[src/rtl/mem_stage_if.sv]
// Byte-wide RAM port shared with the IF/MEM arbiter.
// The stage is the master and issues one byte per granted cycle.
interface mem_stage_if #(parameter int ADDR_W = 32);
  logic              mem_req_o;
  logic [ADDR_W-1:0] mem_a_o;
  logic [7:0]        mem_dout_o;
  logic              mem_wr_o;
  logic              mem_gnt_i;
  logic [7:0]        mem_din_i;

  modport master (
    output mem_req_o, mem_a_o, mem_dout_o, mem_wr_o,
    input  mem_gnt_i, mem_din_i
  );

  modport slave (
    input  mem_req_o, mem_a_o, mem_dout_o, mem_wr_o,
    output mem_gnt_i, mem_din_i
  );
endinterface

[src/rtl/mem_stage.sv]
// Memory-access stage: passes ALU results through, and serialises loads/stores
// onto the 8-bit RAM port while holding the pipeline with a stall request.
module mem_stage #(
  parameter int ADDR_W = 32
) (
  input  logic              clk,
  input  logic              rst,
  input  logic [4:0]        wd_i,
  input  logic              wreg_i,
  input  logic [31:0]       wdata_i,
  input  logic [3:0]        mem_op_i,
  input  logic [ADDR_W-1:0] mem_addr_i,
  input  logic [31:0]       mem_wdata_i,
  input  logic              stall_i,
  mem_stage_if.master       ram,
  output logic [4:0]        wd_o,
  output logic              wreg_o,
  output logic [31:0]       wdata_o,
  output logic              stall_req_o
);

  localparam logic [3:0] OP_LB  = 4'd1;
  localparam logic [3:0] OP_LH  = 4'd2;
  localparam logic [3:0] OP_LW  = 4'd3;
  localparam logic [3:0] OP_LBU = 4'd4;
  localparam logic [3:0] OP_LHU = 4'd5;
  localparam logic [3:0] OP_SB  = 4'd6;
  localparam logic [3:0] OP_SH  = 4'd7;
  localparam logic [3:0] OP_SW  = 4'd8;

  typedef enum logic [1:0] {S_IDLE, S_BUSY, S_LAST, S_DONE} state_t;

  function automatic logic is_mem_op(input logic [3:0] op);
    is_mem_op = (op >= OP_LB) && (op <= OP_SW);
  endfunction

  function automatic logic is_store(input logic [3:0] op);
    is_store = (op == OP_SB) || (op == OP_SH) || (op == OP_SW);
  endfunction

  function automatic logic [1:0] last_idx(input logic [3:0] op);
    case (op)
      OP_LB, OP_LBU, OP_SB: last_idx = 2'd0;
      OP_LH, OP_LHU, OP_SH: last_idx = 2'd1;
      OP_LW, OP_SW:         last_idx = 2'd3;
      default:              last_idx = 2'd0;
    endcase
  endfunction

  function automatic logic [7:0] store_byte(input logic [31:0] data, input logic [1:0] idx);
    case (idx)
      2'd0:    store_byte = data[7:0];
      2'd1:    store_byte = data[15:8];
      2'd2:    store_byte = data[23:16];
      2'd3:    store_byte = data[31:24];
      default: store_byte = 8'h00;
    endcase
  endfunction

  function automatic logic [31:0] load_ext(input logic [3:0] op, input logic [31:0] w);
    case (op)
      OP_LB:   load_ext = {{24{w[7]}}, w[7:0]};
      OP_LH:   load_ext = {{16{w[15]}}, w[15:0]};
      OP_LBU:  load_ext = {24'h000000, w[7:0]};
      OP_LHU:  load_ext = {16'h0000, w[15:0]};
      default: load_ext = w;
    endcase
  endfunction

  state_t            state_r;
  logic [3:0]        op_r;
  logic [ADDR_W-1:0] addr_r;
  logic [31:0]       sdata_r;
  logic [4:0]        wd_r;
  logic              wreg_r;
  logic [31:0]       wdata_r;
  logic [1:0]        cnt_r;
  logic [1:0]        cnt_prev_r;
  logic              rd_pending_r;
  logic [3:0][7:0]   ld_buf_r;
  logic              issue_s;

  assign issue_s = (state_r == S_BUSY) && ram.mem_gnt_i && !rst;

  // Access sequencer, byte counter and load-data capture.
  always_ff @(posedge clk) begin
    if (rst) begin
      state_r      <= S_IDLE;
      op_r         <= 4'd0;
      addr_r       <= {ADDR_W{1'b0}};
      sdata_r      <= 32'h0000_0000;
      wd_r         <= 5'd0;
      wreg_r       <= 1'b0;
      wdata_r      <= 32'h0000_0000;
      cnt_r        <= 2'd0;
      cnt_prev_r   <= 2'd0;
      rd_pending_r <= 1'b0;
      ld_buf_r     <= 32'h0000_0000;
    end else begin
      // Read data arrives one cycle after its address, whatever state we are in by then.
      rd_pending_r <= issue_s && !is_store(op_r);
      if (issue_s) cnt_prev_r <= cnt_r;
      if (rd_pending_r) ld_buf_r[cnt_prev_r] <= ram.mem_din_i;
      case (state_r)
        S_IDLE: begin
          if (is_mem_op(mem_op_i)) begin
            op_r    <= mem_op_i;
            addr_r  <= mem_addr_i;
            sdata_r <= mem_wdata_i;
            wd_r    <= wd_i;
            wreg_r  <= wreg_i;
            wdata_r <= wdata_i;
            cnt_r   <= 2'd0;
            state_r <= S_BUSY;
          end
        end
        S_BUSY: begin
          if (ram.mem_gnt_i) begin
            if (cnt_r == last_idx(op_r)) begin
              state_r <= is_store(op_r) ? S_DONE : S_LAST;
            end else begin
              cnt_r <= cnt_r + 2'd1;
            end
          end
        end
        S_LAST: state_r <= S_DONE;
        // Hold the result while the rest of the pipeline is stalled so the
        // instruction still sitting in EX/MEM is not executed twice.
        S_DONE: if (!stall_i) state_r <= S_IDLE;
        default: state_r <= S_IDLE;
      endcase
    end
  end

  // RAM port drive and writeback/stall outputs.
  always_comb begin
    ram.mem_req_o  = 1'b0;
    ram.mem_a_o    = {ADDR_W{1'b0}};
    ram.mem_dout_o = 8'h00;
    ram.mem_wr_o   = 1'b0;
    wd_o           = 5'd0;
    wreg_o         = 1'b0;
    wdata_o        = 32'h0000_0000;
    stall_req_o    = 1'b0;
    if (!rst) begin
      case (state_r)
        S_IDLE: begin
          wd_o    = wd_i;
          wdata_o = wdata_i;
          if (is_mem_op(mem_op_i)) begin
            stall_req_o = 1'b1;
            wreg_o      = 1'b0;
          end else begin
            stall_req_o = 1'b0;
            wreg_o      = wreg_i;
          end
        end
        S_BUSY: begin
          ram.mem_req_o = 1'b1;
          stall_req_o   = 1'b1;
          wd_o          = wd_r;
          wdata_o       = wdata_r;
          if (ram.mem_gnt_i) begin
            ram.mem_a_o    = addr_r + ADDR_W'(cnt_r);
            ram.mem_wr_o   = is_store(op_r);
            ram.mem_dout_o = is_store(op_r) ? store_byte(sdata_r, cnt_r) : 8'h00;
          end else begin
            ram.mem_wr_o = 1'b0;
          end
        end
        S_LAST: begin
          stall_req_o = 1'b1;
          wd_o        = wd_r;
          wdata_o     = wdata_r;
        end
        S_DONE: begin
          wd_o = wd_r;
          if (is_store(op_r)) begin
            wreg_o  = 1'b0;
            wdata_o = wdata_r;
          end else begin
            wreg_o  = wreg_r;
            wdata_o = load_ext(op_r, ld_buf_r);
          end
        end
        default: stall_req_o = 1'b0;
      endcase
    end else begin
      stall_req_o = 1'b0;
    end
  end

endmodule

[src/flat_wrapper.sv]
// flat-port wrapper written by rule: the top's interface ports become plain ports
module mem_stage_flat 
#(
  parameter int ADDR_W = 32
)
  (clk, rst, wd_i, wreg_i, wdata_i, mem_op_i, mem_addr_i, mem_wdata_i, stall_i, wd_o, wreg_o, wdata_o, stall_req_o, ram_mem_req_o, ram_mem_a_o, ram_mem_dout_o, ram_mem_wr_o, ram_mem_gnt_i, ram_mem_din_i);
  mem_stage_if #(.ADDR_W(ADDR_W)) ram_i ();
  input  logic clk;
  input  logic rst;
  input  logic [4:0] wd_i;
  input  logic wreg_i;
  input  logic [31:0] wdata_i;
  input  logic [3:0] mem_op_i;
  input  logic [ADDR_W-1:0] mem_addr_i;
  input  logic [31:0] mem_wdata_i;
  input  logic stall_i;
  output logic [4:0] wd_o;
  output logic wreg_o;
  output logic [31:0] wdata_o;
  output logic stall_req_o;
  output wire logic [$bits(ram_i.mem_req_o)-1:0] ram_mem_req_o;
  output wire logic [$bits(ram_i.mem_a_o)-1:0] ram_mem_a_o;
  output wire logic [$bits(ram_i.mem_dout_o)-1:0] ram_mem_dout_o;
  output wire logic [$bits(ram_i.mem_wr_o)-1:0] ram_mem_wr_o;
  input wire logic [$bits(ram_i.mem_gnt_i)-1:0] ram_mem_gnt_i;
  input wire logic [$bits(ram_i.mem_din_i)-1:0] ram_mem_din_i;
  assign ram_mem_req_o = ram_i.mem_req_o;
  assign ram_mem_a_o = ram_i.mem_a_o;
  assign ram_mem_dout_o = ram_i.mem_dout_o;
  assign ram_mem_wr_o = ram_i.mem_wr_o;
  assign ram_i.mem_gnt_i = ram_mem_gnt_i;
  assign ram_i.mem_din_i = ram_mem_din_i;
  mem_stage #(.ADDR_W(ADDR_W)) u_core (.clk(clk), .rst(rst), .wd_i(wd_i), .wreg_i(wreg_i), .wdata_i(wdata_i), .mem_op_i(mem_op_i), .mem_addr_i(mem_addr_i), .mem_wdata_i(mem_wdata_i), .stall_i(stall_i), .ram(ram_i), .wd_o(wd_o), .wreg_o(wreg_o), .wdata_o(wdata_o), .stall_req_o(stall_req_o));
endmodule
[config.mk]
export PLATFORM = sky130hd
export DESIGN_NAME = mem_stage_flat
export DESIGN_NICKNAME = d
export VERILOG_FILES = /design/src/rtl/mem_stage_if.sv /design/src/rtl/mem_stage.sv /design/src/flat_wrapper.sv
export SDC_FILE = /design/constraint.sdc
export NUM_CORES = 1
export LEC_CHECK = 0
export BUFFER_PORTS_ARGS = -buffer_cell sky130_fd_sc_hd__buf_2
export CORE_UTILIZATION = 40
export DETAILED_ROUTE_END_ITERATION = 16
export PLACE_DENSITY_LB_ADDON = 0.15
export RECOVER_POWER = 50
export SLEW_MARGIN = 20
export SYNTH_ARGS = -nofsm -noshare
export SYNTH_HDL_FRONTEND = slang
export SYNTH_SLANG_ARGS = --single-unit
[constraint.sdc]
create_clock -name clk -period 2.7 [get_ports clk]
set_clock_uncertainty 0.15 [all_clocks]
set_input_delay 0.405 -clock clk [delete_from_list [all_inputs] [get_ports clk]]
set_output_delay 0.405 -clock clk [all_outputs]
set_load 0.1 [all_outputs]
==> results.json <==
{
  "dieHeight_um": 143,
  "grt_usage_pct": 25.5,
  "synth_cells": 1054,
  "worstPathRequired_ns": 2.14,
  "finalMaxSlewViolations": 0,
  "synth.avg_cell_area_um2": 7.52,
  "wire_per_inst_um": 17.1,
  "synth_cell_type_count": 53,
  "io_buffers": 198,
  "yosys_most_used_dff": "dfxtp_1",
  "antenna_found_initial": 3,
  "p_int_mw": 6.74,
  "clock_sinks": 147,
  "start_util_pct": 40.7,
  "critical_path_class": "reg -> out",
  "layout_min_cycle_time_ns": 2.96,
  "power_mw": 12.7,
  "clk_pin_slew_ns": 0.07,
  "final_nets": 1418,
  "pwr-share-comb_pct": 59.0,
  "fin_area_um2": 13200,
  "setup_slack_ns": -0.255,
  "irDropWorstVdd_mv": 1.02,
  "drt-initial-drc-count": 608,
  "leakage_nw": 5.19,
  "clk_latency_ns": 0.42,
  "cpLargestDelayFamily": "simple AND/OR/NAND/NOR gates",
  "synth_nets": 1184,
  "worst_slew_pin_slew_ns": 0.669,
  "slew_headroom_pct": 55.4,
  "rsz0062_at_grt": "true",
  "drtPass1Iterations": 7,
  "postCtsHoldBufs": 0,
  "cpPeakStageDelay_ns": 0.50,
  "hold_viol": 0,
  "grt_pass1_wl_um": 40700,
  "die_w_um": 143,
  "status": "complete, but fails checks",
  "synth-adder-area-share_pct": 1.99,
  "syn_to_final_growth_pct": 65.9,
  "synth_top_family_by_area": "simple AND/OR/NAND/NOR gates",
  "cts_buffer_depth": 2,
  "synth_xor_area_share_pct": 3.42,
  "yosysSeqAreaShare_pct": 37.1,
  "synth.area.mux_share_pct": 5.05,
  "synth_compound_area_share_pct": 20.3,
  "crit_fanout": 7,
  "worst-path-buf-inv": 1,
  "drive_above_1_share_pct": 41.7,
  "syn_area_um2": 7930,
  "cpMaxStageDelayCell": "or4_4",
  "numCtsBuffers": 17,
  "viasPerCell": 5.41,
  "pre_cts_ws_ns": 0.0649,
  "hp-class": "in -> reg",
  "clkPwrFrac_pct": 18.5,
  "synthTopCellsByArea": "dfxtp_1, nand2_1, a21oi_1",
  "cts_tree": "built",
  "grt_pass1_vias": 7779,
  "grt_max_degree": 103,
  "num_io_pins": 199,
  "grt_overflow_total": 0,
  "die-area_um2": 20400,
  "violations": "negative setup slack",
  "fin_crit_sh_pct": 109,
  "worstPathArrival_ns": 2.40,
  "p_per_area_nw_per_um2": 968,
  "synth_top_area_share_pct": 37.1,
  "route.detailed.drc": 0,
  "path_cells": "ha_4, a21oi_2, or4_4, or3_4, a21oi_4, buf_12",
  "end_kind": "output pin",
  "synthSimpleGateAreaFrac_pct": 26.5,
  "dp_hpwl_um": 16900,
  "ys_ff_latch": 147,
  "critPathLaunchType": "flop",
  "gp_congestion": 0.859,
  "vias": 8495,
  "p_seq_share_pct": 22.6,
  "yosysWarnings": 0,
  "ant_nets": 0,
  "placed_cell_area_um2": 11100,
  "synth_top_cell_by_area": "dfxtp_1",
  "totalWireLength_um": 26800,
  "rows": 51,
  "maxCapViolations": 0,
  "synth_edf_count": 0,
  "p_switching_mw": 5.99,
  "setup_viol": 64,
  "core_um2": 19500,
  "max_freq_mhz": 338,
  "clockRootBuffer": "clkbuf_16",
  "rrSetupSlack_ns": 0.50,
  "htree_num_levels": 4,
  "async_flop_share_pct": 0,
  "switching_share_pct": 47.0
}
[Yosys cell counts (4+ instances only)]
cell and number:
a221oi_2 12, o31ai_1 18, buf_6 4, nor3_1 36, o21a_1 17, a21o_1 11, dfxtp_1 147, inv_1 13
clkbuf_1 52, o21ai_0 24, nand3_1 28, buf_4 4, ha_1 11, buf_1 5, buf_2 21, a221oi_1 14
a22oi_1 5, a222oi_1 8, or3_1 5, nand4_1 9, nor2_1 103, xor2_1 18, nor2b_1 25, and3_1 7
a21oi_1 127, xnor2_1 13, mux2i_1 40, nand3b_1 6, nand2_1 234
[area by class of cell]
| type | count | area [um^2] |
|---|---|---|
| fill | 1542 | 6310 |
| multi-input combinational | 810 | 6000 |
| timing repair buffer | 299 | 3180 |
| sequential | 147 | 3000 |
| clock buffer | 18 | 439 |
| tap | 265 | 332 |
| clock inverter | 14 | 143 |
| inverter | 13 | 55.1 |
| antenna | 3 | 7.51 |
[per-layer routing]
layer	share of wire, %	global-route usage, %	up-vias
li1	-	-	4122
met1	44	34.1	4046
met2	48	41.5	289
met3	5.7	5.16	36
met4	1.5	7.53	2
met5	0.049	0	-
[final timing paths]
path | start | endpoint | cells past startpoint
setup / recovery | u_core.addr_r[1] | ram_mem_a_o[19] | 6
hold / removal | mem_addr_i[7] | u_core.addr_r[7] | 3
setup reg to reg | u_core.state_r[0] | u_core.state_r[0] | 8
hold reg to reg | u_core.sdata_r[5] | u_core.sdata_r[5] | 2
[per-stage QoR]
step                      TNS, ns  hold slack (ns)  std cells  utilization [%]
after floorplan             -1.67            0.286       1054                -
after global placement          0            0.291       1484             56.9
after detailed placement        0            0.298       1484             56.9
after CTS                   -8.17           0.0395       1544             64.9
after global routing       -13.76           0.0516       1567             67.6
final                       -9.02           0.0536       1569             67.6
[power by group through the flow]
stage	sequential, mW	combinational, mW	clock, mW
floorplan	2.78	4.53	0
global placement	2.82	6.12	0
finish	2.87	7.51	2.35
detailed placement	2.83	6.19	0
global route	2.91	7.93	2.49
CTS	2.82	7.13	2.40
[timing repair]
action | 4_1_cts | 5_1_grt
setup buffers | 26 | 18
pin swaps | 56 | 35
endpoints found under the setup margin | 73 | 75
gates resized for setup | 168 | 69
gates cloned | 2 | 5
[state kept, by name, indices dropped and copies added (netlist names), 4 cells and up, named ones only]
signal and flops:
u_core.addr_r 32, u_core.ld_buf_r 32, u_core.op_r 4, u_core.sdata_r 32, u_core.wd_r 5, u_core.wdata_r 32
[cell usage in the layout, fill, tap and decap left out, types with 5 or more instances in the layout]
cell type,synthesis,final
buf_12,0,89
a21oi_1,127,121
nand3b_1,6,6
dfxtp_1,147,121
a221oi_2,12,11
nor2_2,0,5
buf_2,21,120
xnor2_1,13,7
nand4_1,9,9
inv_6,0,5
buf_4,4,66
nor2b_1,25,25
xor2_2,0,8
a21o_1,11,10
dfxtp_2,0,18
o21ai_2,0,12
buf_6,4,16
clkbuf_16,0,19
ha_4,0,6
a221oi_4,0,13
o21a_1,17,17
xor2_1,18,10
a222oi_1,8,8
inv_1,13,10
nor3_4,0,33
nor2_1,103,59
mux2i_1,40,39
dfxtp_4,0,8
nand3_1,28,23
o31ai_1,18,14
o21ai_0,24,8
nand2_1,234,230
xnor2_2,0,6
nor2_4,0,39
[worst reg2reg max path: cells and delay by family, from the launching register on]
kind | cells | cell delay (ns)
adders and majority gates | 1 | 0.29
DFF | 1 | 0.34
buffers and inverters | 3 | 0.41
AOI/OAI and AO/OA | 4 | 0.92
[cells by family (layout without fill, tap and decap cells)]
family	after synthesis	in the layout
fa+ha+maj	12	12
flops	147	147
other cells	0	3
simple gates	476	479
xor+xnor	31	31
compound gates	248	248
mux	40	40
buf+inv	100	344
Note: power is estimated with default switching activity, not from simulation.
